==> config.mk <==
export PLATFORM = sky130hd
export DESIGN_NAME = mem_access_unit
export DESIGN_NICKNAME = d
export VERILOG_FILES = /design/src/rtl/mem_access_unit.sv
export SDC_FILE = /design/constraint.sdc
export NUM_CORES = 1
export LEC_CHECK = 0
export ABC_CLOCK_PERIOD_IN_PS = 7600
export BUFFER_PORTS_ARGS = -buffer_cell sky130_fd_sc_hd__buf_2
export CAP_MARGIN = 20
export CORE_MARGIN = 5
export CORE_UTILIZATION = 40
export DETAILED_ROUTE_END_ITERATION = 8
export HOLD_SLACK_MARGIN = 0.05
export PLACE_DENSITY = 0.73
export SLEW_MARGIN = 30
export SYNTH_ARGS = -nofsm -noshare
export SYNTH_HDL_FRONTEND = slang
export SYNTH_SLANG_ARGS = --single-unit
export TNS_END_PERCENT = 10
==> constraint.sdc <==
create_clock -name CLK -period 7.6 [get_ports CLK]
set_clock_uncertainty 0.2 [all_clocks]
set_input_delay 2.28 -clock CLK [delete_from_list [all_inputs] [get_ports CLK]]
set_output_delay 2.28 -clock CLK [all_outputs]
set_load 0.01 [all_outputs]
==> src/rtl/mem_access_unit.sv <==
// ==== mem_access_unit: fetch / load-store arbiter and memory initiator ====
// Rev 1.0 - initial release
`default_nettype none

module mem_access_unit #(
   parameter int ADDR_W       = 16,
   parameter int DATA_W       = 16,
   parameter int MEM_DEPTH    = 1024,
   parameter int READ_LATENCY = 1
) (
   input  logic              CLK,
   input  logic              reset,
   input  logic              if_req,
   input  logic [ADDR_W-1:0] if_addr,
   output logic              if_valid,
   output logic [DATA_W-1:0] if_data,
   output logic              if_err,
   input  logic              ls_req,
   input  logic              ls_we,
   input  logic [ADDR_W-1:0] ls_addr,
   input  logic [DATA_W-1:0] ls_wdata,
   output logic              ls_valid,
   output logic [DATA_W-1:0] ls_rdata,
   output logic              ls_err,
   output logic              busy,
   output logic              ovf,
   output logic              MemRead,
   output logic              MemWrite,
   output logic [ADDR_W-1:0] ADDR,
   output logic [DATA_W-1:0] mem_wdata,
   input  logic [DATA_W-1:0] mem_rdata
);

   // One extra bit so MEM_DEPTH == 2**ADDR_W still compares correctly
   localparam logic [ADDR_W:0] DEPTH_LIM = (ADDR_W+1)'(MEM_DEPTH);
   localparam logic [2:0]      LAT_LOAD  = 3'(READ_LATENCY - 1);

   typedef enum logic [1:0] {
      IDLE  = 2'd0,
      ISSUE = 2'd1,
      WAIT  = 2'd2,
      RESP  = 2'd3
   } state_t;

   state_t state;
   logic [2:0] cnt;
   logic       cur_ls;
   logic       cur_we;

   logic              if_full;
   logic [ADDR_W-1:0] if_slot_addr;
   logic              ls_full;
   logic [ADDR_W-1:0] ls_slot_addr;
   logic              ls_slot_we;
   logic [DATA_W-1:0] ls_slot_wdata;

   logic idle;
   logic pick_ls_pend, pick_ls_new, pick_if_pend, pick_if_new;
   logic accept, sel_is_ls, in_range;
   logic [ADDR_W-1:0] sel_addr;
   logic              sel_we;
   logic [DATA_W-1:0] sel_wdata;
   logic ls_park, ls_room, if_park, if_room;

   assign idle         = (state == IDLE);
   assign pick_ls_pend = idle & ls_full;
   assign pick_ls_new  = idle & ~ls_full & ls_req;
   assign pick_if_pend = idle & ~ls_full & ~ls_req & if_full;
   assign pick_if_new  = idle & ~ls_full & ~ls_req & ~if_full & if_req;
   assign accept       = pick_ls_pend | pick_ls_new | pick_if_pend | pick_if_new;
   assign sel_is_ls    = pick_ls_pend | pick_ls_new;

   always_comb begin
      sel_addr  = if_addr;
      sel_we    = 1'b0;
      sel_wdata = '0;
      if (pick_ls_pend) begin
         sel_addr  = ls_slot_addr;
         sel_we    = ls_slot_we;
         sel_wdata = ls_slot_wdata;
      end else if (pick_ls_new) begin
         sel_addr  = ls_addr;
         sel_we    = ls_we;
         sel_wdata = ls_wdata;
      end else if (pick_if_pend) begin
         sel_addr  = if_slot_addr;
      end
   end

   assign in_range = ({1'b0, sel_addr} < DEPTH_LIM);

   // A strobe not accepted this edge parks in its slot; a slot being drained this edge has room
   assign ls_park = ls_req & ~pick_ls_new;
   assign ls_room = ~ls_full | pick_ls_pend;
   assign if_park = if_req & ~pick_if_new;
   assign if_room = ~if_full | pick_if_pend;

   always_ff @(posedge CLK) begin
      if (reset) begin
         ls_full       <= 1'b0;
         ls_slot_addr  <= '0;
         ls_slot_we    <= 1'b0;
         ls_slot_wdata <= '0;
         if_full       <= 1'b0;
         if_slot_addr  <= '0;
         ovf           <= 1'b0;
      end else begin
         if (ls_park && ls_room) begin
            ls_full       <= 1'b1;
            ls_slot_addr  <= ls_addr;
            ls_slot_we    <= ls_we;
            ls_slot_wdata <= ls_wdata;
         end else if (pick_ls_pend) begin
            ls_full <= 1'b0;
         end
         if (if_park && if_room) begin
            if_full      <= 1'b1;
            if_slot_addr <= if_addr;
         end else if (pick_if_pend) begin
            if_full <= 1'b0;
         end
         if ((ls_park && !ls_room) || (if_park && !if_room))
            ovf <= 1'b1;
      end
   end

   always_ff @(posedge CLK) begin
      if (reset) begin
         state     <= IDLE;
         cnt       <= '0;
         cur_ls    <= 1'b0;
         cur_we    <= 1'b0;
         MemRead   <= 1'b0;
         MemWrite  <= 1'b0;
         ADDR      <= '0;
         mem_wdata <= '0;
         if_valid  <= 1'b0;
         if_data   <= '0;
         if_err    <= 1'b0;
         ls_valid  <= 1'b0;
         ls_rdata  <= '0;
         ls_err    <= 1'b0;
      end else begin
         MemRead  <= 1'b0;
         MemWrite <= 1'b0;
         if_valid <= 1'b0;
         if_err   <= 1'b0;
         ls_valid <= 1'b0;
         ls_err   <= 1'b0;
         case (state)
            IDLE: begin
               if (accept) begin
                  cur_ls <= sel_is_ls;
                  cur_we <= sel_we;
                  if (in_range) begin
                     ADDR      <= sel_addr;
                     mem_wdata <= sel_wdata;
                     MemRead   <= ~sel_we;
                     MemWrite  <= sel_we;
                     state     <= ISSUE;
                  end else begin
                     // Out of range: nothing goes to memory, respond with an error at once
                     if (sel_is_ls) begin
                        ls_valid <= 1'b1;
                        ls_err   <= 1'b1;
                        ls_rdata <= '0;
                     end else begin
                        if_valid <= 1'b1;
                        if_err   <= 1'b1;
                        if_data  <= '0;
                     end
                     state <= RESP;
                  end
               end
            end
            ISSUE: begin
               if (cur_we) begin
                  ls_valid <= 1'b1;
                  ls_rdata <= '0;
                  state    <= RESP;
               end else begin
                  cnt   <= LAT_LOAD;
                  state <= WAIT;
               end
            end
            WAIT: begin
               if (cnt == 3'd0) begin
                  if (cur_ls) begin
                     ls_valid <= 1'b1;
                     ls_rdata <= mem_rdata;
                  end else begin
                     if_valid <= 1'b1;
                     if_data  <= mem_rdata;
                  end
                  state <= RESP;
               end else begin
                  cnt <= cnt - 3'd1;
               end
            end
            RESP: begin
               state <= IDLE;
            end
            default: begin
               state <= IDLE;
            end
         endcase
      end
   end

   assign busy = (state != IDLE) | if_full | ls_full;

endmodule

`default_nettype wire

# Word-level counts from Yosys, hierarchy flattened
# Index checks and enable logic that the tools add are counted.
word_totals:
  out_inout_bits: 72
  word_cells: 129
  input_bits: 69
  mem_count: 0
  romBits: 0
  reg_bits: 129
  latch_bits: 0
  ram_bits: 0
op_classes:
  n_lt_le_gt_ge: 1
  n_div: 0
  multipliers: 0
  n_shift: 0
  reduce_logical: 23
  add_sub_neg: 1
  muxes: 45
  bitwise: 25
  eq_ne: 13
ops:
  columns: ["cell", "n"]
  rows:
  - ["2-to-1 mux 16 bit", 16]
  - ["case mux 16 bit (3 select lines)", 1]
  - ["case mux 16 bit (2 select lines)", 1]
  - ["2-to-1 mux 1 bit", 18]
  - ["less-than comparator 16 x 11 -> 1 bit (second input constant)", 1]
  - ["inequality test 2 bit (second input constant)", 8]
  - ["nonzero test 2 bit", 5]
  - ["bitwise AND 1 bit", 9]
  - ["NOT 1 bit", 9]
  - ["case mux 2 bit (4 select lines)", 1]
  - ["bitwise OR 1 bit", 7]
  - ["AND reduction 7 bit", 1]
  - ["2-to-1 mux 2 bit", 3]
  - ["2-to-1 mux 3 bit", 2]
  - ["case mux 3 bit (2 select lines)", 1]
  - ["AND reduction 3 bit", 2]
  - ["AND reduction 6 bit", 1]
  - ["equality test 2 bit (second input constant)", 2]
  - ["logical AND 1 bit", 4]
  - ["inequality test 2 x 1 -> 1 bit (second input constant)", 2]
  - ["AND reduction 2 bit", 2]
  - ["OR reduction 4 bit", 1]
  - ["zero test 3 bit", 1]
  - ["case mux 1 bit (3 select lines)", 1]
  - ["other kinds (8)", 9]

# Depth between registers and ports, before layout
# Gate-level depths: netlist (run 1).
depth:
  depth_word: 11
  ltp_mapped: 11
  ltp_nobuf: 7

# Worst setup path after synthesis (run 1)
# No wires, ideal clock.
synth_timing:
  path_kind: "input to register"
  start: "input port if_addr[10]"
  end: "register ADDR[0]"
  cell_stages: 7
  t_arrival_ps: 4236
  setup_ps: 121
  n_path_buf: 2
  t_required_ps: 7279
  path_slack_ps: 3043
  path_cell_list: "or4_1 a222oi_1 nand3_1 or3_1 buf_6 buf_6 mux2_4"
synth_between:
  elab_chain_cells: 5
synth_rtl:
  columns: ["item", "line", "source"]
  rows:
  - ["start, declared", "14", "input logic [ADDR_W-1:0] if_addr,"]
  - ["2-to-1 mux 16 bit", "85", "end else if (pick_if_pend) begin"]
  - ["2-to-1 mux 16 bit", "81", "end else if (pick_ls_new) begin"]
  - ["2-to-1 mux 16 bit", "77", "if (pick_ls_pend) begin"]
  - ["less-than comparator 16 x 11 -> 1 bit", "90", "assign in_range = ({1'b0, sel_addr} < DEPTH_LIM);"]
  - ["AND reduction 3 bit (no source line)", null, null]
  - ["end signal, assigned", "156", "ADDR <= sel_addr;"]
  - ["end, declared", "29", "output logic [ADDR_W-1:0] ADDR,"]
# Every way passes these cells.
# A chain may end at the register's enable or synchronous reset.

# Worst setup path in the final report (run 1)
layout_timing:
  start: "input port ls_req"
  end: "register mem_wdata[2]"
layout_between:
  elab_chain_cells: 8
  word_cells_on_any_way: 16
  classes_between: "1 x order compare; 5 x mux; 9 x bitwise; 1 x reduce/logical"
layout_rtl:
  columns: ["item", "line", "source"]
  rows:
  - ["start, declared", "18", "input logic ls_req,"]
  - ["NOT 1 bit", "68, 69", null]
  - ["bitwise AND 1 bit", "68, 69", null]
  - ["bitwise AND 1 bit", "68", "assign pick_if_pend = idle & ~ls_full & ~ls_req & if_full;"]
  - ["2-to-1 mux 16 bit", "85", null]
  - ["2-to-1 mux 16 bit", "81", null]
  - ["2-to-1 mux 16 bit", "77", null]
  - ["less-than comparator 16 x 11 -> 1 bit", "90", null]
  - ["AND reduction 3 bit (no source line)", null, null]
  - ["end signal, assigned", "157", "mem_wdata <= sel_wdata;"]
  - ["end, declared", "30", "output logic [DATA_W-1:0] mem_wdata,"]
# Several ways; a longest one is shown, not always the timed one.

==> results of run 1 <==
[registers in the layout (all words and copies together), names as in the netlist]
name           flops
cur_we             1
ls_full            1
cur_ls             1
state              2
ls_rdata          16
ls_slot_wdata     16
ADDR              16
if_err             1
ovf                1
ls_err             1
MemWrite           1
if_valid           1
if_slot_addr      16
cnt                3
mem_wdata         16
if_full            1
ls_slot_addr      16
if_data           16
ls_valid           1
MemRead            1
ls_slot_we         1
[critical path, cell delays in order]
cell	delay, ns
buf_2	0.44
and3b_1	0.71
o41ai_1	0.27
nand3_1	0.24
or3_2	0.75
mux2_2	0.41
[power groups by stage]
stage                     Sequential [µW]  Clock, µW  Combinational (µW)
after floorplan                       842          0                 579
after global placement                835          0                 775
after detailed placement              837          0                 780
after CTS                             824        780                 783
after global routing                  838        814                 859
final                                 824        762                 777
[cell type report]
cell class	count	area, µm²	area share [%]
well taps	184	230.2	3.153
clock buffers	26	499.2	6.837
multi-input cells	473	3142	43.03
clock inverters	5	52.55	0.7197
flip-flops and latches	129	2582	35.37
repair buffers	148	767.0	10.50
inverters	7	26.28	0.3598
diodes	1	2.502	0.03427
[layout by cell type (no fill, tap or decap), drive strengths merged, types with 3 or more instances in the layout]
master  instances
dfxtp         129
nand2          93
a21oi          61
nor3b           8
mux2i          49
mux2           36
o211ai         11
nor2           48
o41ai           3
buf           148
o21ai           7
or4             3
nand3b         17
nor2b          40
ha              7
nand2b         39
clkbuf         26
a22oi          17
clkinv          3
inv             7
nor3            5
[cells by family (layout without fill, tap and decap cells)]
logic type | Yosys count | count (layout) | synth area share [%]
adders and majority gates | 7 | 7 | 1.469
and+or+nand+nor | 265 | 265 | 22.62
buffers and inverters | 58 | 186 | 4.238
xor gates and xnor gates | 2 | 2 | 0.2938
AOI/OAI and AO/OA | 114 | 114 | 11.92
DFF | 129 | 129 | 43.31
muxes | 85 | 85 | 16.16
other | 0 | 1 | 0
[stage by stage]
stage                     setup WS (ns)  hold WS, ns  power [µW]
after floorplan                   3.043       0.2308        1421
after global placement            2.182       0.2420        1610
after detailed placement          2.105       0.2467        1617
after CTS                         2.566       0.2545        2387
after global routing              2.317       0.2732        2511
final                             2.565       0.2534        2363
[metal layers]
metal	up-vias	share of wire [%]	global-route usage, %
li1	2489	-	-
met1	2251	47	22.29
met2	146	44	24.45
met3	13	8.0	7.137
met4	4	0.59	5.314
met5	-	0.15	0
[worst paths after layout]
path / startpoint / to / slack (ns)
worst min register to register: ls_slot_wdata[11] / ls_slot_wdata[11] / 0.25
worst max register to register: state[1] / mem_wdata[2] / 3.86
worst min-delay path: ls_slot_wdata[11] / ls_slot_wdata[11] / 0.25
worst max-delay path: ls_req / mem_wdata[2] / 2.57
==> results.py, run 1 <==
metrics = {
    "global_routing": {
        "antenna_found_initial": 2,
        "grt_usage_pct": 16.71,
        "grt_pass1_vias": 4772,
        "grt_pass1_wl_um": 24050,
        "grt_overflow": 0,
        "grt_max_degree": 109,
    },
    "clock_network": {
        "ctsResizeCount": 0,
        "cts_tree": "done",
        "clock_sinks": 129,
        "htree_levels": 4,
        "cts_max_path_buffers": 2,
        "clk_pin_slew_ns": 0.06,
        "cts-root-buf": "clkbuf_16",
        "clkLatencyLatePin_ns": 0.41,
        "postCtsSetupRepairBufs": 0,
        "cts-buffers-inserted": 17,
        "hold_buffers": 0,
    },
    "floorplan": {
        "rows": 44,
        "start_util_pct": 40.87,
        "dieHeight_um": 132.1,
        "core_um2": 14590,
        "fp.dieArea_um2": 17450,
        "die_w_um": 132.1,
        "ios": 141,
    },
    "placed_design": {
        "place_area_um2": 6744,
        "port_buffers": 140,
        "place_inst": 941,
        "dp_hpwl_um": 9681,
        "gp_congestion": 0.7623,
    },
    "power": {
        "combPwrFrac_pct": 32.9,
        "power_frac_seq_pct": 34.9,
        "ir_drop_mv": 0.1494,
        "p_per_area_nw_per_um2": 323.6,
        "p_int_uw": 1570,
        "p_sw_share_pct": 33.55,
        "p_leak_uw": 0.003338,
        "switching_power_uw": 792.9,
        "power_frac_clock_pct": 32.3,
    },
    "finish": {
        "layout-drive-gt1-share_pct": 27.66,
        "fill_cells": 1353,
        "nets": 852,
        "instances_no_fill": 973,
        "syn_to_final_growth_pct": 22.45,
        "final_util_pct": 50.05,
        "fin_area_um2": 7302,
    },
    "drt": {
        "vias_per_cell": 5.039,
        "antenna_left": 0,
        "vias": 4903,
        "wl_per_cell_um": 14.88,
        "drc": 0,
        "drt-pass1-iter-count": 4,
        "totalWireLength_um": 14480,
        "drtIter0Drc": 284,
    },
    "synth": {
        "synthesis.nets": 736,
        "ys_ff_latch": 129,
        "yosysSeqAreaShare_pct": 43.31,
        "synth.avg_cell_area_um2": 9.035,
        "synth_cell_types": 49,
        "synth_top_cell_area_share_pct": 43.31,
        "synth_cells": 660,
        "netlist_area_um2": 5963,
        "synth_top_cells_by_count": "dfxtp_1, nand2_1, a21oi_1",
        "yosysWarnings": 0,
        "synth_most_common_cell": "dfxtp_1",
        "yosys-top-cells-area": "dfxtp_1, mux2i_1, nand2_1",
        "synth_edf_count": 0,
        "ys.flop_type": "dfxtp_1",
        "synthArstFlopShare_pct": 0,
        "yosysTopAreaCell": "dfxtp_1",
    },
    "worst_setup_path": {
        "cp_max_fo": 34,
        "cp-end-kind": "register",
        "ff2ff_path_depth": 8,
        "required_ns": 7.70,
        "critPathArrivalTime_ns": 5.14,
        "crit_type": "in -> reg",
        "start_kind": "input pin",
    },
    "run_status": {
        "status": "completed",
    },
    "timing": {
        "setup_tns_ns": 0,
        "slew_violations": 0,
        "relSlewSlack_pct": 40.13,
        "worstMarginPinSlew_ns": 0.8981,
        "rsz0062_at_grt": "no",
        "setup_viol": 0,
        "fmax_mhz": 198.6,
        "fin_crit_sh_pct": 66.25,
        "post-route-min-period_ns": 5.035,
        "hold_viol": 0,
    },
    "hold_path": {
        "hold_depth": 2,
        "hold_class": "reg -> reg",
    },
    "flow_run": {
        "cap_violations": 0,
    },
}
No activity file was read; power rests on OpenSTA's default activity.
==> run 2: changes to the inputs <==
--- a/config.mk
+++ b/config.mk
@@ -5,14 +5,14 @@
 export SDC_FILE = /design/constraint.sdc
 export NUM_CORES = 1
 export LEC_CHECK = 0
-export ABC_CLOCK_PERIOD_IN_PS = 7600
+export ABC_CLOCK_PERIOD_IN_PS = 4400
 export BUFFER_PORTS_ARGS = -buffer_cell sky130_fd_sc_hd__buf_2
 export CAP_MARGIN = 20
 export CORE_MARGIN = 5
 export CORE_UTILIZATION = 40
 export DETAILED_ROUTE_END_ITERATION = 8
 export HOLD_SLACK_MARGIN = 0.05
-export PLACE_DENSITY = 0.73
+export PLACE_DENSITY = 0.76
 export SLEW_MARGIN = 30
 export SYNTH_ARGS = -nofsm -noshare
 export SYNTH_HDL_FRONTEND = slang
==> constraint.sdc (replaced) <==
create_clock -name CLK -period 4.4 [get_ports CLK]
set_clock_uncertainty 0.2 [all_clocks]
set_input_delay 1.32 -clock CLK [delete_from_list [all_inputs] [get_ports CLK]]
set_output_delay 1.32 -clock CLK [all_outputs]
set_load 0.01 [all_outputs]
==> results.py, run 2 (synthesis gave the netlist of run 1 again) <==
metrics = {
    "drt": {
        "vias_per_cell": 5.098,
        "wl_per_cell_um": 15.43,
        "drc": 0,
        "drtIter0Drc": 216,
        "vias": 4991,
        "totalWireLength_um": 15110,
        "antenna_left": 0,
        "drt-pass1-iter-count": 4,
    },
    "clock_network": {
        "htree_levels": 4,
        "hold_buffers": 0,
        "clk_pin_slew_ns": 0.06,
        "cts_tree": "done",
        "clock_sinks": 129,
        "clkLatencyLatePin_ns": 0.42,
        "cts-buffers-inserted": 17,
        "cts-root-buf": "clkbuf_16",
        "ctsResizeCount": 0,
        "cts_max_path_buffers": 2,
        "postCtsSetupRepairBufs": 0,
    },
    "finish": {
        "layout-drive-gt1-share_pct": 28.68,
        "layout_commonest_cell": "buf_2",
        "final_cell_mix": "buf_2, dfxtp_1, nand2_1",
        "fin_area_um2": 7365,
        "antennaDiodeCount": 0,
        "nets": 858,
        "instances_no_fill": 979,
        "final_util_pct": 50.48,
        "syn_to_final_growth_pct": 23.50,
    },
    "timing": {
        "hold_viol": 0,
        "fmax_mhz": 272.4,
        "fin_crit_sh_pct": 83.43,
        "holdWs_ns": 0.2524,
        "rsz0062_at_grt": "no",
        "slew_violations": 0,
        "setup_tns_ns": 0,
        "post-route-min-period_ns": 3.671,
        "relSlewSlack_pct": 40.58,
        "setup_viol": 0,
        "worstMarginPinSlew_ns": 0.8913,
    },
    "floorplan": {
        "rows": 44,
        "die_w_um": 132.1,
        "ios": 141,
        "dieHeight_um": 132.1,
        "core_um2": 14590,
        "start_util_pct": 40.87,
        "fp.dieArea_um2": 17450,
    },
    "global_routing": {
        "grt_overflow": 0,
        "grt_usage_pct": 17.39,
        "grt_pass1_wl_um": 24610,
        "grt_pass1_vias": 4740,
        "grt_max_degree": 82,
        "antenna_found_initial": 1,
    },
    "placed_design": {
        "gp_congestion": 0.8142,
        "port_buffers": 140,
        "place_area_um2": 6807,
        "place_inst": 947,
        "dp_hpwl_um": 10360,
    },
    "run_status": {
        "status": "completed",
    },
    "worst_setup_path": {
        "required_ns": 4.51,
        "cp-end-kind": "register",
        "critPathArrivalTime_ns": 3.78,
        "start_kind": "input pin",
        "crit_type": "in -> reg",
        "cp_max_fo": 28,
    },
    "flow_run": {
        "cap_violations": 0,
    },
    "hold_path": {
        "hold_class": "reg -> reg",
    },
    "power": {
        "p_per_area_nw_per_um2": 559.0,
        "p_leak_uw": 0.003375,
        "ir_drop_mv": 0.2963,
    },
}
[run 2: cell types whose count changed in the layout (fill, tap and decap cells not counted), sizes merged]
cell | previous run | this run
clkinv | 3 | 7
clkinvlp | 1 | 3
diode | 1 | 0
buf | 148 | 154
clkbuf | 26 | 21
[run 2: metrics by stage]
stage / setup slack, ns / total power (µW)
floorplan: 0.8027 / 2455
global placement: 0.3767 / 2797
detailed placement: 0.3324 / 2826
CTS: 0.7774 / 4165
global route: 0.5938 / 4382
finish: 0.7289 / 4117
[run 2: layout make-up]
class / instances / area, µm²
Clock buffer: 21 / 470.5
Clock inverter: 11 / 87.58
Multi-Input combinational cell: 473 / 3147
Tap cell: 184 / 230.2
Fill cell: 1369 / 7224
Inverter: 7 / 26.28
Sequential cell: 129 / 2582
Timing Repair Buffer: 154 / 820.8
[run 2: per-layer routing]
layer  GRT usage (%)  part of all wire, %
met5               0                0.073
met4           4.286                 0.85
met3           7.977                  9.7
met2           26.87                   45
met1           22.14                   45
[run 2: report_power, final]
part / switching, µW / leakage (µW) / internal [µW]
combinational: 809 / 0.00205 / 563
sequential: 93.4 / 0.00105 / 1330
clock: 506 / 0.000274 / 812
[run 2: worst max-delay path: stages]
cell,delay (ns)
buf_2,0.10
or4_1,0.54
a222oi_1,0.38
nand3_1,0.28
or3_2,0.48
buf_4,0.30
mux2_4,0.35
[run 2: worst paths after layout]
path	startpoint	to	slack, ns	cells after the start
worst min register to register	ls_slot_addr[10]	ls_slot_addr[10]	0.25	2
worst max register to register	state[1]	ADDR[2]	1.03	8
worst max-delay path	if_addr[10]	ADDR[2]	0.73	7
worst min-delay path	ls_slot_addr[10]	ls_slot_addr[10]	0.25	2
==> run 3: changes to the inputs <==
--- a/config.mk
+++ b/config.mk
@@ -5,14 +5,15 @@
 export SDC_FILE = /design/constraint.sdc
 export NUM_CORES = 1
 export LEC_CHECK = 0
-export ABC_CLOCK_PERIOD_IN_PS = 4400
+export ABC_AREA = 1
+export ABC_CLOCK_PERIOD_IN_PS = 3600
 export BUFFER_PORTS_ARGS = -buffer_cell sky130_fd_sc_hd__buf_2
 export CAP_MARGIN = 20
 export CORE_MARGIN = 5
 export CORE_UTILIZATION = 40
 export DETAILED_ROUTE_END_ITERATION = 8
 export HOLD_SLACK_MARGIN = 0.05
-export PLACE_DENSITY = 0.76
+export PLACE_DENSITY = 0.74
 export SLEW_MARGIN = 30
 export SYNTH_ARGS = -nofsm -noshare
 export SYNTH_HDL_FRONTEND = slang
==> constraint.sdc (replaced) <==
create_clock -name CLK -period 3.6 [get_ports CLK]
set_clock_uncertainty 0.2 [all_clocks]
set_input_delay 1.08 -clock CLK [delete_from_list [all_inputs] [get_ports CLK]]
set_output_delay 1.08 -clock CLK [all_outputs]
set_load 0.01 [all_outputs]
==> results.py, run 3 <==
metrics = {
    "finish": {
        "layout_commonest_cell": "nand2_1",
        "final_cell_mix": "nand2_1, buf_2, dfxtp_1",
        "seqCellArea_um2": 2582,
        "nets": 1039,
        "syn_to_final_growth_pct": 22.82,
        "fill_cells": 1469,
        "layout-drive-gt1-share_pct": 21.97,
        "multi_input_comb_area_um2": 2536,
    },
    "global_routing": {
        "grt_usage_pct": 17.33,
        "grt_pass1_vias": 5141,
        "grt_pass1_wl_um": 25150,
        "grt_overflow": 0,
        "antenna_found_initial": 3,
        "grt_max_degree": 68,
    },
    "synth": {
        "synth_most_common_cell": "nand2_1",
        "synthesis.nets": 916,
        "synth_edf_count": 0,
        "synth_cell_types": 32,
        "synth.avg_cell_area_um2": 7.005,
        "synth_cells": 840,
        "yosysSeqAreaShare_pct": 43.89,
        "yosysWarnings": 0,
        "synthArstFlopShare_pct": 0,
        "yosysTopAreaCell": "dfxtp_1",
        "synth_top_cell_area_share_pct": 43.89,
        "ys_ff_latch": 129,
        "synth_top_cells_by_count": "nand2_1, dfxtp_1, inv_1",
        "yosys-top-cells-area": "dfxtp_1, nand2_1, inv_1",
        "ys.flop_type": "dfxtp_1",
        "netlist_area_um2": 5884,
    },
    "clock_network": {
        "clock_sinks": 129,
        "clkLatencyLatePin_ns": 0.41,
        "cts_max_path_buffers": 2,
        "hold_buffers": 0,
        "cts-root-buf": "clkbuf_16",
        "ctsResizeCount": 0,
        "clk_pin_slew_ns": 0.06,
        "postCtsSetupRepairBufs": 0,
        "htree_levels": 4,
        "cts_tree": "done",
        "cts-buffers-inserted": 17,
    },
    "timing": {
        "fmax_mhz": 323.3,
        "post-route-min-period_ns": 3.093,
        "setup_viol": 0,
        "slew_violations": 0,
        "hold_viol": 0,
        "fin_ws_ns": 0.5068,
        "relSlewSlack_pct": 41.70,
        "fin_crit_sh_pct": 85.92,
        "rsz0062_at_grt": "no",
        "setup_tns_ns": 0,
        "worstMarginPinSlew_ns": 0.8672,
    },
    "placed_design": {
        "port_buffers": 140,
        "dp_hpwl_um": 10390,
        "dp_worst_setup_slack_ns": 0.2774,
        "gp_congestion": 0.9133,
    },
    "drt": {
        "vias_per_cell": 4.747,
        "drc": 0,
        "drt-pass1-iter-count": 5,
        "antenna_left": 0,
        "totalWireLength_um": 14990,
        "wl_per_cell_um": 12.93,
        "vias": 5502,
        "drtIter0Drc": 294,
    },
    "worst_setup_path": {
        "slowest_stage": "ha_1",
        "slowest_delay_ns": 0.42,
        "start_kind": "register",
        "critPathArrivalTime_ns": 1.81,
        "cp-end-kind": "primary output",
        "crit_chain": "inv_1 -> ha_1 -> inv_2 -> nor2_4 -> nand2_1 -> buf_2",
        "cp_num_buf_inv": 3,
        "path_delay_family": "adder cells",
        "required_ns": 2.32,
        "cp_max_fo": 7,
        "crit_type": "reg -> out",
    },
    "floorplan": {
        "die_w_um": 131.3,
        "start_util_pct": 40.64,
        "core_um2": 14480,
        "ios": 141,
        "fp.dieArea_um2": 17240,
        "rows": 44,
        "dieHeight_um": 131.3,
    },
    "flow_run": {
        "cap_violations": 0,
    },
    "power": {
        "p_per_area_nw_per_um2": 795.0,
        "ir_drop_mv": 0.3828,
        "p_leak_uw": 0.003495,
    },
    "run_status": {
        "status": "completed",
    },
    "hold_path": {
        "hold_class": "reg -> reg",
    },
}
==> run 3: path summary, 6_finish.rpt <==
kind             from     endpoint  slack, ns  cells past startpoint
max          state[1]         busy       0.51                      6
max reg2reg  state[1]  ls_rdata[5]       0.56                     13
min reg2reg  ADDR[11]     ADDR[11]       0.24                      2
min          ADDR[11]     ADDR[11]       0.24                      2
==> run 3: area by class of cell <==
type / instances / area share, %
Inverter: 136 / 7.064
Multi-Input combinational cell: 525 / 35.09
Timing Repair Buffer: 154 / 11.32
Sequential cell: 129 / 35.73
Tap cell: 184 / 3.186
Clock inverter: 9 / 1.195
Clock buffer: 21 / 6.371
Antenna cell: 1 / 0.03463
==> run 3: layer usage <==
layer | wire length (µm) | vias to the layer above | track usage, %
li1 | - | 2880 | -
met1 | 7017 | 2406 | 22.31
met2 | 6456 | 185 | 26.52
met3 | 1219 | 25 | 6.881
met4 | 257 | 6 | 5.943
met5 | 34 | - | 0
==> run 3: cells by family after synthesis <==
logic type               count (synthesis)  synth area share [%]
AND/OR/NAND/NOR                        330                 24.52
AO/OA/AOI/OAI                          188                 17.01
buffers and inverters                  186                 13.10
flip-flops                             129                 43.89
adder cells (fa/ha/maj)                  7                 1.488
==> run 3: per-stage QoR <==
step | power, µW | util (%) | area [µm²] | hold WS, ns | instances
floorplan | 3699 | - | 5884 | 0.2240 | 840
global placement | 4129 | 46.12 | 6678 | 0.2301 | 1128
global route | 6218 | 49.90 | 7224 | 0.2617 | 1158
CTS | 5787 | 49.90 | 7224 | 0.2419 | 1158
detailed placement | 4170 | 46.12 | 6678 | 0.2310 | 1128
finish | 5745 | 49.91 | 7227 | 0.2399 | 1159
==> run 3: worst reg2reg max path, cell delays in order, from the launching register on <==
cell and delay (ns):
dfxtp_1 0.34, inv_1 0.12, ha_1 0.42, inv_2 0.10, nor2_4 0.16, nand3_2 0.31, inv_2 0.31, a211oi_4 0.11
nand2_2 0.09, nand2_1 0.08, inv_2 0.15, nand3_4 0.26, nor2_1 0.21, nor2_1 0.07
==> run 3: power by group <==
| part | internal [µW] | switching [µW] | total [µW] |
|---|---|---|---|
| Sequential | 1740 | 122 | 1870 |
| Combinational | 777 | 1510 | 2290 |
| Clock | 976 | 617 | 1590 |
